--- src/rtl/dmem_pkg.sv ---
// Shared types for the data-memory store buffer: size codes, queued entry layout, full strobe.
package dmem_pkg;

    localparam int WB_AW = 32;

    typedef enum logic [1:0] {
        SZ_BYTE = 2'b00,
        SZ_HALF = 2'b01,
        SZ_WORD = 2'b10,
        SZ_RSVD = 2'b11
    } size_e;

    localparam logic [3:0] STRB_ALL = 4'b1111;

    typedef struct packed {
        logic [WB_AW-1:2] addr;
        logic [31:0]      data;
        logic [3:0]       strb;
    } wbuf_entry_t;

endpackage

--- src/rtl/dmem_store_buffer_lane_steer.sv ---
// Combinational lane steering for CPU stores: replicates right-justified data onto byte lanes,
// builds the write strobe and flags misaligned or reserved-size stores.
module store_lane_steer
    import dmem_pkg::*;
(
    input  logic [1:0]  addr_lo_i,
    input  logic [31:0] data_i,
    input  logic [1:0]  size_i,
    output logic [31:0] wdata_o,
    output logic [3:0]  wstrb_o,
    output logic        misalign_o
);

    always_comb begin
        wdata_o    = data_i;
        wstrb_o    = 4'b0000;
        misalign_o = 1'b0;
        case (size_e'(size_i))
            SZ_BYTE: begin
                wdata_o = {4{data_i[7:0]}};
                wstrb_o = 4'b0001 << addr_lo_i;
            end
            SZ_HALF: begin
                wdata_o    = {2{data_i[15:0]}};
                wstrb_o    = addr_lo_i[1] ? 4'b1100 : 4'b0011;
                misalign_o = addr_lo_i[0];
            end
            SZ_WORD: begin
                wstrb_o    = STRB_ALL;
                misalign_o = |addr_lo_i;
            end
            default: misalign_o = 1'b1;
        endcase
    end

endmodule

--- src/rtl/dmem_store_buffer.sv ---
// Store buffer between the MEM-stage store path and data memory: steered stores queued in a FIFO.
// Optional same-cycle bypass of an empty buffer is enabled by defining DMEM_WBUF_BYPASS_EN.
module dmem_store_buffer
    import dmem_pkg::*;
#(
    parameter int DEPTH = 4,
    parameter int AW    = 32
) (
    input  logic          clk,
    input  logic          rst_n,
    input  logic          st_valid,
    output logic          st_ready,
    input  logic [AW-1:0] st_addr,
    input  logic [31:0]   st_data,
    input  logic [1:0]    st_size,
    output logic          mem_wvalid,
    input  logic          mem_wready,
    output logic [AW-1:0] mem_waddr,
    output logic [31:0]   mem_wdata,
    output logic [3:0]    mem_wstrb,
    output logic          empty,
    output logic          full,
    output logic          err_misalign
);

    localparam int PW = $clog2(DEPTH);
    localparam int CW = PW + 1;

    if (AW != WB_AW) begin : g_aw_check
        $error("dmem_store_buffer: AW must equal dmem_pkg::WB_AW");
    end

    logic [PW-1:0] wr_ptr_q, wr_ptr_d, rd_ptr_q, rd_ptr_d;
    logic [CW-1:0] count_q, count_d;
    logic          err_q, err_d;
    wbuf_entry_t   fifo_q [DEPTH];

    logic [31:0]   steer_wdata;
    logic [3:0]    steer_wstrb;
    logic          steer_misalign;
    wbuf_entry_t   push_entry, out_entry;
    logic          push_acc, push_ok, wr_en, rd_en;

    store_lane_steer u_steer (
        .addr_lo_i  (st_addr[1:0]),
        .data_i     (st_data),
        .size_i     (st_size),
        .wdata_o    (steer_wdata),
        .wstrb_o    (steer_wstrb),
        .misalign_o (steer_misalign)
    );

    assign push_entry = '{addr: st_addr[AW-1:2], data: steer_wdata, strb: steer_wstrb};

    assign empty    = (count_q == '0);
    assign full     = (count_q == CW'(DEPTH));
    assign st_ready = !full;
    assign push_acc = st_valid & st_ready;
    assign push_ok  = push_acc & !steer_misalign;

`ifdef DMEM_WBUF_BYPASS_EN
    logic bypass;
    assign bypass     = empty & push_ok;
    assign mem_wvalid = !empty | bypass;
    // A bypassed store that the memory takes immediately never occupies a slot.
    assign wr_en      = push_ok & !(bypass & mem_wready);
    always_comb begin
        out_entry = '0;
        if (bypass)
            out_entry = push_entry;
        else if (!empty)
            out_entry = fifo_q[rd_ptr_q];
    end
`else
    assign mem_wvalid = !empty;
    assign wr_en      = push_ok;
    always_comb begin
        out_entry = '0;
        if (!empty)
            out_entry = fifo_q[rd_ptr_q];
    end
`endif

    assign rd_en     = !empty & mem_wready;
    assign mem_waddr = {out_entry.addr, 2'b00};
    assign mem_wdata = out_entry.data;
    assign mem_wstrb = out_entry.strb;
    assign err_misalign = err_q;

    always_comb begin
        wr_ptr_d = wr_ptr_q + PW'(wr_en);
        rd_ptr_d = rd_ptr_q + PW'(rd_en);
        count_d  = count_q + CW'(wr_en) - CW'(rd_en);
        err_d    = push_acc & steer_misalign;
    end

    always_ff @(posedge clk) begin
        if (!rst_n) begin
            wr_ptr_q <= '0;
            rd_ptr_q <= '0;
            count_q  <= '0;
            err_q    <= 1'b0;
        end else begin
            wr_ptr_q <= wr_ptr_d;
            rd_ptr_q <= rd_ptr_d;
            count_q  <= count_d;
            err_q    <= err_d;
        end
    end

    // Storage carries data only; validity is tracked entirely by count/pointers.
    always_ff @(posedge clk) begin
        if (wr_en)
            fifo_q[wr_ptr_q] <= push_entry;
    end

endmodule

--- config.mk ---
export PLATFORM = sky130hd
export DESIGN_NAME = dmem_store_buffer
export DESIGN_NICKNAME = d
export VERILOG_FILES = /design/src/rtl/dmem_pkg.sv /design/src/rtl/dmem_store_buffer_lane_steer.sv /design/src/rtl/dmem_store_buffer.sv
export SDC_FILE = /design/constraint.sdc
export NUM_CORES = 1
export LEC_CHECK = 0
export BUFFER_PORTS_ARGS = -buffer_cell sky130_fd_sc_hd__buf_2
export CELL_PAD_IN_SITES_DETAIL_PLACEMENT = 1
export CELL_PAD_IN_SITES_GLOBAL_PLACEMENT = 1
export CORE_ASPECT_RATIO = 1.1
export CORE_MARGIN = 3
export CORE_UTILIZATION = 50
export DETAILED_ROUTE_END_ITERATION = 7
export PLACE_DENSITY_LB_ADDON = 0.1
export SLEW_MARGIN = 20
export SYNTH_ARGS = -nofsm -noshare
export SYNTH_HDL_FRONTEND = slang
export SYNTH_SLANG_ARGS = --single-unit
--- constraint.sdc ---
create_clock -name clk -period 8.8 [get_ports clk]
set_input_delay 0.44 -clock clk [delete_from_list [all_inputs] [get_ports clk]]
set_output_delay 0.44 -clock clk [all_outputs]
set_load 0.1 [all_outputs]
==> impl_metrics.csv, run 1 <==
group,metric,value,unit
run_status,outcome,"finished clean",
setup_path,slowest_delay,0.78,ns
setup_path,critPathArrivalTime,3.14,ns
floorplanning,die_h,160,um
sta,setup_slack,5.22,ns
setup_path,critPathLaunch,"rd_ptr_q[0]$_SDFF_PN0_",
route,drt_iter0_drc,306,
layout,multi_input_area,2550,um2
placed_design,dp_hpwl,13100,um
logic_synthesis,synth-adder-area-share,0.00648,
setup_path,critPathTopFamily,"buffers and inverters",
floorplanning,dieWidth,146,um
floorplanning,rows,55,
logic_synthesis,synth-simple-area-share,0.0523,
grt,grt_usage,0.196,
logic_synthesis,syn_area,10800,um2
setup_path,rrSetupSlack,5.90,ns
clocking,cts_root_buf,"clkbuf_16",
setup_path,timing.rr.end,"count_q[2]$_SDFF_PN0_",
sta,hold_viol,0,
logic_synthesis,synthXorXnorAreaFrac,0.00324,
clocking,cts_tree,"yes",
route,dr.pass1.iters,4,
placed_design,post-place-ws,5.57,ns
layout,diodes,0,
clocking,cts_buffers,27,
worst_hold_path,hold_start,"st_addr[2]",
clocking,cts_buffer_depth,3,
floorplanning,io_pins,143,
sta,setup_violations,0,
route,avgRoutedWirePerCell,23.4,um
layout,num-nets-final,741,
setup_path,path_cells,"buf_4 > mux4_2 > and2_1 > buf_2",
sta,fmax,279,MHz
logic_synthesis,yosysSeqAreaShare,0.748,
setup_path,start_kind,"flop",
setup_path,critical_path_class,"reg -> out",
route,vias,5394,
route,drt_wl_total,22600,um
route,drc,0,
setup_path,critPathSlowestCell,"dfxtp_4",
setup_path,r2r_cells,11,
setup_path,crit_buf_inv,2,
logic_synthesis,ys_ff_latch,272,
logic_synthesis,postSynthAreaPerCell,20.8,um2
worst_hold_path,holdPathEnd,"fifo_q[0][36]$_DFFE_PP_",
clocking,clock_sinks,272,
floorplanning,initial_utilization,0.517,
clocking,hold_buffers,0,
grt,antenna_found_initial,2,
setup_path,endpoint_kind,"primary output",
sta,tns,0,ns
clocking,clk_pin_slew_worst_paths,0.06,ns
worst_hold_path,hp-class,"in -> reg",
sta,period_share,0.407,
setup_path,path_max_fanout,34,
floorplanning,core-area,20900,um2
logic_synthesis,synth_cell_types,30,
worst_hold_path,whs_path_depth,1,
run,drv_cap,0,
layout,area_delta_synth_final,16.6,%
clocking,cts_resized,0,
logic_synthesis,synth-compound-area-share,0.00764,
setup_path,worstReg2RegStart,"count_q[2]$_SDFF_PN0_",
clocking,postCtsSetupBuffers,0,
sta,post-route-min-period,3.58,ns
grt,gr-total-overflow,0,
sta,rsz0062_at_grt,"false",
clocking,cts_max_level,1,
sta,finClkSkew,0.0108,ns
grt,grt_max_degree,70,
clocking,clk_latency,0.52,ns
layout,postLayoutCoreUtil,0.602,
logic_synthesis,yosysWarnings,0,
sta,maxSlewHeadroom,0.294,
route,ant_nets,0,
layout,ff_latch_area,8100,um2
layout,drive_above_1_share,0.404,
sta,drv_slew,0,
setup_path,critPathRequiredTime,8.36,ns
logic_synthesis,synthCells,520,
logic_synthesis,synth_top_family_by_area,"multiplexers",
placed_design,globalplace.congestion,0.735,
sta,worst_pin_slew,1.06,ns
layout,fill_cells,1892,
floorplanning,die_area,23400,um2
grt,grt_pass1_vias,6169,
placed_design,port_buffers,140,
grt,grt_pass1_wl,35700,um
route,viasPerCell,5.58,
logic_synthesis,synth.area.mux_share,0.163,
## sequential cells by signal, indices dropped and copies added (netlist names)
name and flops:
fifo_q 264, count_q 3, rd_ptr_q 2, wr_ptr_q 2, err_misalign 1
## kinds of logic after synthesis
group,count (synthesis)
adders and majority gates,5
muxes,92
xor gates and xnor gates,4
and+or+nand+nor,94
other,1
buffers and inverters,36
AOI/OAI and AO/OA,16
DFF,272
## per-layer routing
| metal | vias to the layer above | wire length [um] | share of wire | global-route usage |
|---|---|---|---|---|
| met3 | 31 | 1180 | 0.052 | 0.0343 |
| met2 | 161 | 11600 | 0.51 | 0.345 |
| met5 | - | 21 | 0.00093 | 0 |
| li1 | 2359 | - | - | - |
| met1 | 2839 | 9480 | 0.42 | 0.260 |
| met4 | 4 | 369 | 0.016 | 0.0398 |
## worst max-delay path by stage
| stage | end | slack [ns] | cells after the start |
|---|---|---|---|
| global placement | mem_wdata[9] | 5.64 | 4 |
| global route | mem_wdata[7] | 4.93 | 4 |
| CTS | mem_wdata[14] | 5.07 | 4 |
| finish | mem_wdata[14] | 5.22 | 4 |
| detailed placement | count_q[2]$_SDFF_PN0_ | 5.57 | 11 |
| floorplan | fifo_q[1][0]$_DFFE_PP_ | 2.09 | 3 |
## metrics by stage
step / hold slack, ns / cell area [um2] / cells
2_1_floorplan: 0.539 / 10800 / 521
3_3_place_gp: 0.574 / 11800 / 922
3_5_place_dp: 0.585 / 11800 / 922
4_1_cts: 0.122 / 12600 / 966
5_1_grt: 0.120 / 12600 / 966
6_report: 0.144 / 12600 / 966
## layout by cell type (no fill, tap or decap), types with 3 or more instances in the layout
master and instances:
a21oi_1 5, and2_1 73, clkbuf_16 27, nand2_1 9, clkbuf_8 3, dfxtp_1 6
o21ai_0 10, buf_4 6, mux2i_1 10, clkbuf_1 6, edfxtp_1 264, buf_2 140
ha_1 4, clkinv_2 5, inv_1 6, mux4_2 66, mux2_2 16
## cells in the mapped netlist, drive strengths merged
cell | number | share of area
nor3b | 2 | 0.0014
o211ai | 1 | 0.00069
xnor2 | 2 | 0.0016
dfxtp | 8 | 0.015
nor2b | 1 | 0.00058
a21oi | 5 | 0.0023
or3b | 1 | 0.00081
o21ai | 10 | 0.0046
inv | 6 | 0.0021
conb | 1 | 0.00035
xor2 | 2 | 0.0016
buf | 20 | 0.013
edfxtp | 264 | 0.73
nor2 | 3 | 0.0013
or3 | 1 | 0.00058
mux2 | 16 | 0.017
nor3 | 2 | 0.00093
and2 | 73 | 0.042
mux4 | 66 | 0.14
mux2i | 10 | 0.0093
and4 | 1 | 0.00081
clkbuf | 10 | 0.0035
fa | 1 | 0.0019
nand2b | 1 | 0.00058
ha | 4 | 0.0046
nand2 | 9 | 0.0031
## layout make-up
cell class,count,share of cell area
repair buffers,146,0.0592
well taps,285,0.0283
clock buffers,36,0.0587
flip-flops and latches,272,0.642
clock inverters,8,0.00735
multi-input cells,213,0.202
inverters,6,0.00179
Power of run 1 is left out: the tool's default activity adds up to more than one toggle a clock period on the data nets, which glitch-free logic cannot reach.
==> inputs of run 2 (changes only) <==
- ABC_AREA: default -> 1
- CORE_UTILIZATION: 50 -> 41
- clock period: 8.8 -> 3 ns (I/O delays scaled with it)
==> run 2 against run 1 <==
Against the previous run:
- global-route usage fell by 0.090 points
- synthesized area grew 12%
- wire length up 35%
- register-to-register slack lost 5.1 ns
- sequential share of layout area decreased by 9.5 points
- clock skew decreased by 0.0023 ns
- cell count increased by 83%
- critical path depth grew 1
- synthesized cell count rose by 130%
- setup slack got worse by 4.9 ns
- largest cell class unchanged
- highest routed layer is now met4
==> impl_metrics.csv, run 2 <==
group,metric,value,unit
layout,largest_reg_flops,264,
sta,maxSlewHeadroom,0.507,
grt,grt_usage,0.195,
logic_synthesis,postSynthAreaPerCell,10.1,um2
logic_synthesis,netlist.area_leader.share,0.658,
floorplanning,rows,65,
layout,diodes,0,
setup_path,path_max_fanout,54,
logic_synthesis,yosysMostFrequentCell,"nand2_1",
clocking,postCtsSetupBuffers,0,
clocking,cts_buffer_depth,3,
sta,rsz0062_at_grt,"false",
route,ant_nets,0,
sta,fmax,372,MHz
layout,area_delta_synth_final,22.6,%
placed_design,dp_hpwl,18300,um
logic_synthesis,synth_commonest_cells,"nand2_1, inv_1, edfxtp_1, nand3_1, a21oi_1",
layout,fill_cells,3193,
floorplanning,io_pins,143,
logic_synthesis,synth_cell_types,22,
logic_synthesis,synth_edf_count,264,
layout,top_register,"fifo_q",
grt,antenna_found_initial,0,
route,dr.pass1.iters,4,
sta,setup_slack,0.309,ns
layout,top_regs,"fifo_q: 264 flops, count_q: 3 flops",
grt,grt_pass1_wl,48000,um
layout,layout_commonest_cell,"nand2_1",
route,avgRoutedWirePerCell,17.2,um
clocking,cts_tree,"yes",
grt,grt_max_degree,78,
clocking,clock_sinks,272,
logic_synthesis,synthCells,1198,
route,drc,0,
logic_synthesis,syn_area,12100,um2
sta,hold_viol,0,
sta,post-route-min-period,2.69,ns
layout,num-nets-final,1457,
layout,drive_above_1_share,0.147,
floorplanning,dieWidth,169,um
sta,setup_violations,0,
placed_design,globalplace.congestion,0.778,
grt,grt_pass1_vias,8955,
worst_hold_path,hp-class,"in -> reg",
run_status,outcome,"finished clean",
sta,holdWs,0.0161,ns
logic_synthesis,synth_flop_cell,"edfxtp_1",
route,vias,8553,
floorplanning,initial_utilization,0.419,
route,drt_wl_total,30500,um
floorplanning,die_area,31500,um2
floorplanning,core-area,28800,um2
placed_design,post-place-ws,0.734,ns
logic_synthesis,netlist_top_cells_area,"edfxtp_1, nand2_1, inv_1, nand3_1, a21oi_1",
sta,worst_pin_slew,0.737,ns
clocking,clk_pin_slew_worst_paths,0.06,ns
logic_synthesis,yosysWarnings,0,
route,viasPerCell,4.83,
run,drv_cap,0,
floorplanning,die_h,186,um
logic_synthesis,ys_ff_latch,272,
clocking,cts_max_level,1,
setup_path,start_kind,"flop",
clocking,cts_buffers,29,
setup_path,endpoint_kind,"primary output",
logic_synthesis,yosysSeqAreaShare,0.671,
layout,layout_common_cells,"nand2_1, inv_1, edfxtp_1",
grt,gr-total-overflow,0,
setup_path,critPathArrivalTime,2.54,ns
sta,finClkSkew,0.00845,ns
logic_synthesis,async_flop_share,0,
route,drt_iter0_drc,441,
placed_design,port_buffers,140,
clocking,clk_latency,0.53,ns
sta,drv_slew,0,
clocking,cts_root_buf,"clkbuf_16",
logic_synthesis,yosys.area.top_type,"edfxtp_1",
sta,period_share,0.897,
setup_path,critPathRequiredTime,2.85,ns
setup_path,critical_path_class,"reg -> out",
-- run 2: cell count changes after synthesis, sizes merged, moves of 12 or more --
cell   before  now
mux2       16    0
inv         6  290
nand3       0  138
a21oi       5   68
nor2        3   15
buf        20   43
nand2       9  338
mux4       66    0
and2       73    0
-- run 2: cells by family after synthesis --
| family | count (synthesis) | synth area share |
|---|---|---|
| AO/OA/AOI/OAI | 78 | 0.0330 |
| adder cells (fa/ha/maj) | 5 | 0.00581 |
| buffers and inverters | 347 | 0.120 |
| XOR/XNOR | 2 | 0.00145 |
| other | 1 | 0.000311 |
| AND/OR/NAND/NOR | 493 | 0.169 |
| flip-flops | 272 | 0.671 |
-- run 2: final cells by class --
| type | count | area, um2 | area share |
|---|---|---|---|
| clock buffers | 36 | 752 | 0.0509 |
| inverters | 290 | 1090 | 0.0738 |
| well taps | 368 | 460 | 0.0312 |
| repair buffers | 209 | 1690 | 0.114 |
| clock inverters | 17 | 129 | 0.00872 |
| flip-flops and latches | 272 | 8090 | 0.548 |
| multi-input cells | 580 | 2560 | 0.173 |
-- run 2: timing repair --
action,CTS,global route
hold buffers,51,0
gates resized for setup,0,0
endpoints found under the hold margin,204,0
-- run 2: metrics by stage --
stage	setup TNS, ns	std cells	util	cell area [um2]
after floorplan	-268.31	1199	-	12100
after global placement	0	1668	0.465	13400
after detailed placement	0	1668	0.465	13400
after CTS	0	1772	0.513	14800
after global routing	0	1772	0.513	14800
final	0	1772	0.513	14800
-- run 2: path summary, 6_finish.rpt --
| kind | from | end | slack [ns] | cells after the start |
|---|---|---|---|---|
| hold reg to reg | wr_ptr_q[1]$_SDFF_PN0_ | wr_ptr_q[1]$_SDFF_PN0_ | 0.57 | 2 |
| setup reg to reg | count_q[1]$_SDFF_PN0_ | count_q[2]$_SDFF_PN0_ | 0.76 | 13 |
| setup / recovery | rd_ptr_q[1]$_SDFF_PN0_ | mem_waddr[31] | 0.31 | 5 |
| hold / removal | st_data[8] | fifo_q[2][12]$_DFFE_PP_ | 0.02 | 3 |
-- run 2: routing by layer --
| layer | GRT usage | routed length, um |
|---|---|---|
| met1 | 0.235 | 12900 |
| met3 | 0.0255 | 1050 |
| met2 | 0.371 | 15900 |
| met5 | 0 | 0 |
| met4 | 0.0465 | 589 |
-- run 2: critical path: stages (launching register included) --
cell and delay [ns]:
dfxtp_2 0.48, inv_2 0.31, buf_12 0.35, nand3_1 0.12
a21oi_1 0.25, buf_2 0.48
Power of run 2 is left out for the same reason.
